`src/rtl/pc_sequencer.sv`:
```
// pc_sequencer: program counter, conditional branch resolution, return-address stack
// and run/halt/fault control for the single-cycle 16-bit CPU.
module pc_sequencer #(
    parameter int          DEPTH    = 8,
    parameter logic [15:0] RESET_PC = 16'h0000
) (
    input  logic        CLK,
    input  logic        RESET,
    input  logic        STALL,
    input  logic        BRANCH,
    input  logic        ZERO,
    input  logic [7:0]  OFFSET,
    input  logic        JUMP,
    input  logic        CALL,
    input  logic        RET,
    input  logic [15:0] TARGET,
    input  logic        HALT,
    input  logic        RESUME,
    output logic [15:0] PC,
    output logic [4:0]  DEPTH_OUT,
    output logic        HALTED,
    output logic        FAULT
);
    localparam int AW = $clog2(DEPTH);

    typedef enum logic [1:0] {st_run, st_halted, st_faulted} state_t;

    state_t      state;
    logic [15:0] stack [DEPTH];
    logic [15:0] pc_inc, top, br_target;
    logic        empty, full, push;

    assign pc_inc    = PC + 16'd1;
    assign br_target = pc_inc + {{8{OFFSET[7]}}, OFFSET};
    assign top       = stack[AW'(DEPTH_OUT - 5'd1)];
    assign empty     = DEPTH_OUT == 5'd0;
    assign full      = DEPTH_OUT == 5'(DEPTH);
    assign push      = state == st_run && !RESET && !STALL && !HALT && CALL && !RET && !full;
    assign HALTED    = state == st_halted;
    assign FAULT     = state == st_faulted;

    // Stack contents carry no reset; the write pointer is the depth register.
    always_ff @(posedge CLK)
        if (push) stack[DEPTH_OUT[AW-1:0]] <= pc_inc;

    always_ff @(posedge CLK) begin
        if (RESET) begin
            state     <= st_run;
            PC        <= RESET_PC;
            DEPTH_OUT <= 5'd0;
        end else if (!STALL) begin
            case (state)
                st_run: begin
                    if (HALT) state <= st_halted;
                    else if (CALL && RET) state <= st_faulted;
                    else if (RET) begin
                        if (empty) state <= st_faulted;
                        else begin
                            PC        <= top;
                            DEPTH_OUT <= DEPTH_OUT - 5'd1;
                        end
                    end else if (CALL) begin
                        if (full) state <= st_faulted;
                        else begin
                            PC        <= TARGET;
                            DEPTH_OUT <= DEPTH_OUT + 5'd1;
                        end
                    end else if (JUMP) PC <= TARGET;
                    else PC <= (BRANCH && ZERO) ? br_target : pc_inc;
                end
                st_halted: if (RESUME) state <= st_run;
                default: ;
            endcase
        end
    end
endmodule
```
`config.mk`:
```
export PLATFORM = sky130hd
export DESIGN_NAME = pc_sequencer
export DESIGN_NICKNAME = d
export VERILOG_FILES = /design/src/rtl/pc_sequencer.sv
export SDC_FILE = /design/constraint.sdc
export NUM_CORES = 1
export LEC_CHECK = 0
export ABC_CLOCK_PERIOD_IN_PS = 7300
export CORE_UTILIZATION = 52
export DETAILED_ROUTE_END_ITERATION = 10
export DONT_BUFFER_PORTS = 1
export PLACE_DENSITY = 0.67
export RECOVER_POWER = 50
export SLEW_MARGIN = 10
export SYNTH_ARGS = -nofsm -noshare
export SYNTH_HDL_FRONTEND = slang
export SYNTH_SLANG_ARGS = --single-unit
```
`constraint.sdc`:
```
create_clock -name CLK -period 7.3 [get_ports CLK]
set_clock_uncertainty 0.15 [all_clocks]
set_input_delay 1.095 -clock CLK [delete_from_list [all_inputs] [get_ports CLK]]
set_output_delay 1.095 -clock CLK [all_outputs]
set_load 0.01 [all_outputs]
```
## After elaboration in Yosys (flattened, before gate mapping)

Memories as Yosys holds them, arrays and structs flattened.
Index checks and enable logic that the tools add are counted.
Widths: inputs -> output; s select.

- Bits in registers: 23
- Bits in writable memories: 128
- Input port bits: 34
- Word-level logic and storage cells: 61
- Memories kept: 1

Memories:

| memory | words | width | rd ports | clocked after Yosys merged registers in | write ports | line | source |
|---|---|---|---|---|---|---|---|
| stack | 8 | 16 | 1 | 0 | 1 | 29 | `logic [15:0] stack [DEPTH];` |

- $add $sub $neg: 4
- Eq/ne operators: 10
- Mux-type cells: 20
- Bitwise logic cells: 3
- Reductions and logical operators: 20

Operator list:

| kind | count |
|---|---|
| $mux 16 | 6 |
| $mux 5 | 4 |
| $add 16x1->16 const B | 1 |
| $add 16x16->16 | 1 |
| $ne 5x4->1 const B | 3 |
| $mux 2 | 7 |
| $reduce_and 6->1 | 2 |
| $logic_and 1x1->1 | 8 |
| $reduce_and 7->1 | 1 |
| $ne 2x2->1 const B | 3 |
| $add 5x1->5 const B | 1 |
| $eq 5x4->1 const B | 1 |
| $logic_not 1->1 | 5 |
| $logic_not 5->1 | 1 |
| $sub 5x1->5 const B | 1 |
| $pmux 2 s2 | 1 |
| $reduce_bool 2->1 | 2 |
| $ne 3x3->1 const B | 1 |
| $not 1->1 | 3 |
| $eq 2x1->1 const B | 1 |
| $eq 2x2->1 const B | 1 |
| $logic_not 2->1 | 1 |
| $mux 1 | 2 |

## Longest topological paths before layout

Gate-level depths: netlist (run 1).

- Word-level depth: 9
- Gate-level depth with buffers: 13
- Depth with buffers taken out: 12

## Least setup slack after synthesis (run 1)

OpenSTA, ideal clock, no wires.

- Kind: register to register
- Start point: register DEPTH_OUT[0]
- End point: memory stack[1][0], enable pin
- Arrival: 3.145 ns
- Data required time: 6.741 ns
- Setup slack: 3.595 ns
- Cell stages (with the launch flop): 10
- Buffers on the path: 3
- Period minus slack after synthesis: 3.705 ns
- Cell sequence: dfxtp_1 buf_2 buf_4 buf_2 inv_1 ha_1 nor3b_1 a21oi_1 nand4_1 nor3_1

- Longest elaborated chain between the ends: 5

Ends and longest elaborated chain:

| item | line | source |
|---|---|---|
| start, declared | 20 | `output logic [4:0] DEPTH_OUT,` |
| start signal, assigned | 60 | `DEPTH_OUT <= DEPTH_OUT - 5'd1;` |
| start signal, assigned | 66 | `DEPTH_OUT <= DEPTH_OUT + 5'd1;` |
| $eq 5x4->1 | 37 | `assign full = DEPTH_OUT == 5'(DEPTH);` |
| $logic_not 1->1 | 38 | `assign push = state == st_run && !RESET && !STALL && !HALT && CALL && !RET && !full;` |
| $logic_and 1x1->1 | 38 |  |
| $mux 1 | 44 | `if (push) stack[DEPTH_OUT[AW-1:0]] <= pc_inc;` |
| $mux 1 (not written as such) | 44 |  |
| end, declared | 29 |  |

Parallel ways exist; a longest one is shown, timed or not.

## Worst setup path after layout (run 1)

- Start point: register PC[0]
- End point: register PC[12]

- Longest elaborated chain between the ends: 6

Ends and longest elaborated chain:

| item | line | source |
|---|---|---|
| start, declared | 19 | `output logic [15:0] PC,` |
| start signal, assigned | 59 | `PC <= top;` |
| start signal, assigned | 69 | `else PC <= (BRANCH && ZERO) ? br_target : pc_inc;` |
| $add 16x1->16 | 33 | `assign pc_inc = PC + 16'd1;` |
| net pc_inc[8] | 30 | `logic [15:0] pc_inc, top, br_target;` |
| $add 16x16->16 | 34 | `assign br_target = pc_inc + {{8{OFFSET[7]}}, OFFSET};` |
| $mux 16 | 69 |  |
| $mux 16 | 68 | `end else if (JUMP) PC <= TARGET;` |
| $mux 16 | 62 | `end else if (CALL) begin` |
| $mux 16 | 56 | `else if (RET) begin` |

The timed path passes the listed nets, and every way through them passes these cells.
A chain may end at the register's enable or synchronous reset.

==> results_dict.tcl, run 1 <==
set metrics [dict create \
    start_util 0.5340 \
    antenna_cells 0 \
    antenna_found_initial 0 \
    drtIter0Drc 572 \
    cts.clk_slew.worst_paths_ps 70 \
    whs_ps 431.2 \
    min_path_type "reg2reg" \
    cp-startpoint "PC[0]" \
    setup-tns-final_ps 0 \
    arrival_ps 4190 \
    post_cts_buffers 0 \
    grt_max_degree 39 \
    clockBufferDepth 2 \
    synth_edf_count 128 \
    dpl.cell_count 723 \
    syn_area_per_cell_um2 13.48 \
    place.gp.congestion 0.9497 \
    synth-seq-cells 151 \
    drt_pre_antenna_iters 6 \
    drive_gt1_frac 0.1635 \
    die_width_um 121.6 \
    hold_buffers 0 \
    grt_pass1_vias 4650 \
    hold_viol 0 \
    yosysTopAreaCell "edfxtp_1" \
    mappedNetlistNets 610 \
    rsz0062_at_grt "no" \
    yosys-top-cells-area "edfxtp_1 52%, mux4_2 9.7%, dfxtp_1 6.2%" \
    syn_inst 552 \
    ys_warn_count 0 \
    core_um2 13930 \
    yosysUniqueCellTypes 60 \
    numPortBuffers 0 \
    nets 620 \
    slew_violations 0 \
    stdcell_count 755 \
    r2r-start "PC[0]" \
    cts_resized 0 \
    std_cell_rows 43 \
    crit_family "simple AND/OR/NAND/NOR gates" \
    cap_viol_max_count 0 \
    endpoint_kind "flip-flop" \
    path_buf_inv 0 \
    critPathLaunchType "flip-flop" \
    tightest_slew_ps 1118 \
    synthArstFlopShare 0 \
    fin_crit_ps 4003 \
    grt_pass1_wl_mm 28.46 \
    drcViolationCount 0 \
    cts_tree "built" \
    slew_headroom 0.2492 \
    final_core_util 0.5920 \
    root_buffer "clkbuf_16" \
    wl_mm 19.33 \
    ant_nets 0 \
    status "complete, no violations" \
    path_class "reg2reg" \
    crit_path_max_incr_delay_ps 660 \
    cts_made_buffers 17 \
    fmax_mhz 249.8 \
    setup_violations 0 \
    grt_usage 0.2741 \
    synth_top_area_frac 0.5166 \
    dieArea_um2 14790 \
    viasPerCell 6.596 \
    cp_slowest_cell "xnor2_1" \
    worstPathRequired_ps 7480 \
    yosysSeqAreaShare 0.5784 \
    clock-sinks 151 \
    finalCritPeriodShare 0.5484 \
    crit_path_cell_trace "ha_1, nand2_1, nor2_1, nand2_1, xnor2_1, ha_1, and2_1, a221o_1, nand2b_1, o21ai_1, mux2i_1, a221oi_1" \
    worstPathMaxFanout 10 \
    htree_num_levels 4 \
    insertion_delay_ps 430 \
    max-vdd-ir-drop_uv 308.7 \
    mappedNetlistArea_um2 7441 \
    io_pins 57 \
    power_density_nw_per_um2 243.4 \
    p_leak_uw 0.002861 \
    hold_start "state[1]" \
    synthToLayoutAreaGrowth_pct 10.86 \
    gr-total-overflow 0 \
    die_h_um 121.6 \
    wire_per_inst_um 25.60 \
    synthFlopType "edfxtp_1" \
    vias 4980 \
    dp_hpwl_mm 12.63 \
]
layer usage:
layer  GRT usage  wire, um  vias up  share of wire
li1            -         -     2190              -
met1      0.3700      8067     2502           0.42
met2      0.4190      9002      247           0.47
met3     0.07022      1703       41          0.088
met4      0.1235       556        0          0.029
met5           0         0        -              0
flip-flops by register name (all words and copies together), names as in the netlist:
register,count
PC,16
stack,128
state,2
DEPTH_OUT,5
synthesized netlist by cell type (all sizes together) (4+ instances only):
library cell,number
o21a,7
mux2i,15
dfxtp,23
nor3,13
buf,11
clkbuf,11
a21oi,37
ha,23
nand2,40
xnor2,10
o21ai,25
o211ai,5
and2,5
a21o,4
xor2,17
mux4,32
inv,6
nor2,45
a31oi,4
edfxtp,128
mux2,7
nand3,15
nor4,4
nand4,6
a211oi,11
path summary, 6_finish.rpt:
check | end | slack [ps] | cells after the start
worst max-delay path | PC[12] | 3300 | 12
worst min-delay path | state[1] | 430 | 2
worst max register to register | PC[12] | 3300 | 12
worst min register to register | state[1] | 430 | 2
layout make-up:
| type | count | area, um^2 |
|---|---|---|
| clock buffer | 19 | 442.9 |
| clock inverter | 13 | 146.4 |
| fill | 1093 | 5685 |
| inverter | 7 | 26.28 |
| multi-input combinational | 372 | 3005 |
| sequential | 151 | 4305 |
| tap | 180 | 225.2 |
| timing repair buffer | 13 | 97.59 |
stage by stage:
| step | power, uW | setup slack (ps) | instance area (um^2) |
|---|---|---|---|
| 6_report | 2008 | 3297 | 8249 |
| 5_1_grt | 2061 | 2965 | 8249 |
| 4_1_cts | 2012 | 3346 | 8277 |
| 3_5_place_dp | 1149 | 3393 | 7687 |
| 3_3_place_gp | 1145 | 3458 | 7687 |
| 2_1_floorplan | 1105 | 3595 | 7441 |
where the power goes:
group	switching [uW]	internal, uW
logic	105	70.1
clock network	359	515
registers	16.5	942
kinds of logic after synthesis:
logic type	synth area share
AND/OR/NAND/NOR	0.09988
AO/OA/AOI/OAI	0.1036
adder cells (fa/ha/maj)	0.04137
flip-flops	0.5784
multiplexers	0.1276
buffers and inverters	0.01631
XOR/XNOR	0.03279
layout by cell type (no fill, tap or decap), types with 4 or more instances in the layout:
cell type | Yosys | final
clkinv_4 | 0 | 5
a21o_1 | 4 | 4
xnor2_1 | 10 | 10
inv_1 | 6 | 6
mux2_2 | 7 | 7
a31oi_1 | 4 | 4
edfxtp_1 | 128 | 128
and2_1 | 5 | 5
o21a_1 | 7 | 7
dfxtp_1 | 23 | 22
a21oi_1 | 37 | 37
a211oi_1 | 10 | 10
clkbuf_16 | 0 | 17
buf_4 | 1 | 13
mux2i_1 | 15 | 15
nand3_1 | 14 | 15
nand2_1 | 40 | 40
o21ai_0 | 23 | 23
ha_1 | 23 | 23
nor2_1 | 45 | 45
nor3_1 | 13 | 11
xor2_1 | 16 | 16
nand4_1 | 5 | 5
mux4_2 | 32 | 32
tightest hold or removal path, delay by kind of cell, from the launching register on:
kind	cells	cell delay [ps]
compound gates	1	130
simple gates	1	40
flops	1	360
Power figures use the tool's default switching activity.
==> inputs of run 2 (changes only) <==
--- a/config.mk
+++ b/config.mk
@@ -5,11 +5,11 @@
 export SDC_FILE = /design/constraint.sdc
 export NUM_CORES = 1
 export LEC_CHECK = 0
-export ABC_CLOCK_PERIOD_IN_PS = 7300
+export ABC_CLOCK_PERIOD_IN_PS = 3520
 export CORE_UTILIZATION = 52
 export DETAILED_ROUTE_END_ITERATION = 10
 export DONT_BUFFER_PORTS = 1
-export PLACE_DENSITY = 0.67
+export PLACE_DENSITY = 0.7
 export RECOVER_POWER = 50
 export SLEW_MARGIN = 10
 export SYNTH_ARGS = -nofsm -noshare
==> constraint.sdc (replaced) <==
create_clock -name CLK -period 3.52 [get_ports CLK]
set_clock_uncertainty 0.15 [all_clocks]
set_input_delay 0.528 -clock CLK [delete_from_list [all_inputs] [get_ports CLK]]
set_output_delay 0.528 -clock CLK [all_outputs]
set_load 0.01 [all_outputs]
==> run 2 against run 1 <==
Critical endpoint is now PC[14]; register-to-register slack got worse by 3100 ps; setup slack got worse by 3100 ps; largest cell class unchanged; non-clock buffer count rose by 24; combinational power rose by 120%; fmax rose by 19%; sequential power rose by 110%; via count rose by 2.0%; sequential share of layout area fell by 1.0 points; total power rose by 110%; first-iteration DRC count rose by 6.6%; hold slack got worse by 410 ps; global-route usage rose by 0.053 points; highest routed layer is now met5.
==> results_dict.tcl, run 2 (synthesis results as in run 1) <==
set metrics [dict create \
    status "complete, no violations" \
    dieArea_um2 14790 \
    drive_gt1_frac 0.1669 \
    cts_made_buffers 17 \
    cap_viol_max_count 0 \
    drtIter0Drc 610 \
    insertion_delay_ps 430 \
    wl_mm 19.32 \
    vias 5081 \
    std_cell_rows 43 \
    place.gp.congestion 0.9426 \
    grt_usage 0.2746 \
    grt_pass1_vias 4919 \
    max-vdd-ir-drop_uv 528.1 \
    slew_headroom 0.01813 \
    fmax_mhz 297.1 \
    cts.clk_slew.worst_paths_ps 60 \
    arrival_ps 3570 \
    gr-total-overflow 0 \
    htree_num_levels 4 \
    cts_tree "built" \
    setup_violations 0 \
    post_cts_buffers 0 \
    rsz0062_at_grt "no" \
    cts_resized 0 \
    ant_nets 0 \
    critPathLaunchType "flip-flop" \
    tightest_slew_ps 1473 \
    finalCritPeriodShare 0.9563 \
    io_pins 57 \
    slew_violations 0 \
    dpl.cell_count 746 \
    grt_max_degree 38 \
    p_leak_uw 0.002934 \
    clockBufferDepth 2 \
    final_common_cell "edfxtp_1" \
    layout_common_cells "128 x edfxtp_1, 45 x nor2_1, 40 x nand2_1, 37 x a21oi_1, 32 x mux4_2" \
    endpoint_kind "flip-flop" \
    path_class "reg2reg" \
    root_buffer "clkbuf_16" \
    stdcell_count 780 \
    fin_crit_ps 3366 \
    drcViolationCount 0 \
    hold_viol 0 \
    die_width_um 121.6 \
    nFillCells 1076 \
    grt_pass1_wl_mm 28.53 \
    nets 644 \
    clock-sinks 151 \
    power_density_nw_per_um2 506.1 \
    drt_pre_antenna_iters 5 \
    wire_per_inst_um 24.77 \
    worstPathRequired_ps 3730 \
    hold_start "RESET" \
    antenna_found_initial 2 \
    numPortBuffers 0 \
    dp_hpwl_mm 13.03 \
    core_um2 13930 \
    r2r-start "PC[9]" \
    setup-tns-final_ps 0 \
    die_h_um 121.6 \
    largest_reg_flops 128 \
    start_util 0.5340 \
    viasPerCell 6.514 \
    worstPathMaxFanout 6 \
    min_path_type "in2reg" \
    synthToLayoutAreaGrowth_pct 13.03 \
    cp-startpoint "PC[9]" \
    whs_ps 25.31 \
]
## run 2: final timing paths
path                            depth (start not counted)  slack, ps  endpoint
worst max-delay path                                    8        150    PC[14]
worst min-delay path                                    1         30    PC[11]
worst max register to register                          8        150    PC[14]
worst min register to register                          2        430     PC[2]
## run 2: layer usage
| layer | vias to the layer above | GRT usage | share of wire |
|---|---|---|---|
| met5 | - | 0 | 0.00062 |
| met4 | 2 | 0.1211 | 0.035 |
| met3 | 50 | 0.09738 | 0.10 |
| met2 | 278 | 0.4130 | 0.46 |
| met1 | 2512 | 0.3599 | 0.40 |
| li1 | 2239 | - | - |
## run 2: area by class of cell
class	count	area [um^2]	area share
clock buffers	20	436.7	0.05192
flip-flops and latches	151	4304	0.5118
clock inverters	12	176.4	0.02098
diodes	1	2.502	0.0002975
inverters	7	26.28	0.003124
well taps	180	225.2	0.02678
repair buffers	37	229.0	0.02722
multi-input cells	372	3010	0.3579
## run 2: stage by stage
stage / instance area [um^2] / worst slack [ps] / utilization / total power (uW)
4_1_cts: 8473 / 264.0 / 0.6081 / 4276
2_1_floorplan: 7451 / 229.9 / - / 2291
6_report: 8411 / 153.9 / 0.6036 / 4257
5_1_grt: 8408 / 3.827 / 0.6034 / 4388
3_5_place_dp: 7860 / 292.1 / 0.5641 / 2404
3_3_place_gp: 7860 / 263.9 / 0.5641 / 2395
## run 2: what timing repair did
item,in CTS,in global routing
endpoints found under the hold margin,0,2
hold buffers,0,1
setup endpoints to repair,0,0
## run 2: worst max-delay path, stage by stage, from the launching register on
cell      delay, ps
dfxtp_1         530
and4_1          280
nand3_1         150
o41ai_1         560
nand2_1         260
ha_1            410
or4_1           540
a311o_1         350
o211ai_2         70
## run 2: where the power goes
part / total (uW) / switching [uW] / internal (uW)
Sequential: 1980 / 24.0 / 1950
Clock: 1890 / 702 / 1180
Combinational: 393 / 237 / 157
==> inputs of run 3 (changes only) <==
--- a/config.mk
+++ b/config.mk
@@ -9,6 +9,7 @@
 export CORE_UTILIZATION = 52
 export DETAILED_ROUTE_END_ITERATION = 10
 export DONT_BUFFER_PORTS = 1
+export GPL_TIMING_DRIVEN = 1
 export PLACE_DENSITY = 0.7
 export RECOVER_POWER = 50
 export SLEW_MARGIN = 10
==> results of run 3 <==
Final layout, timing and power as in run 2 (identical DEF).
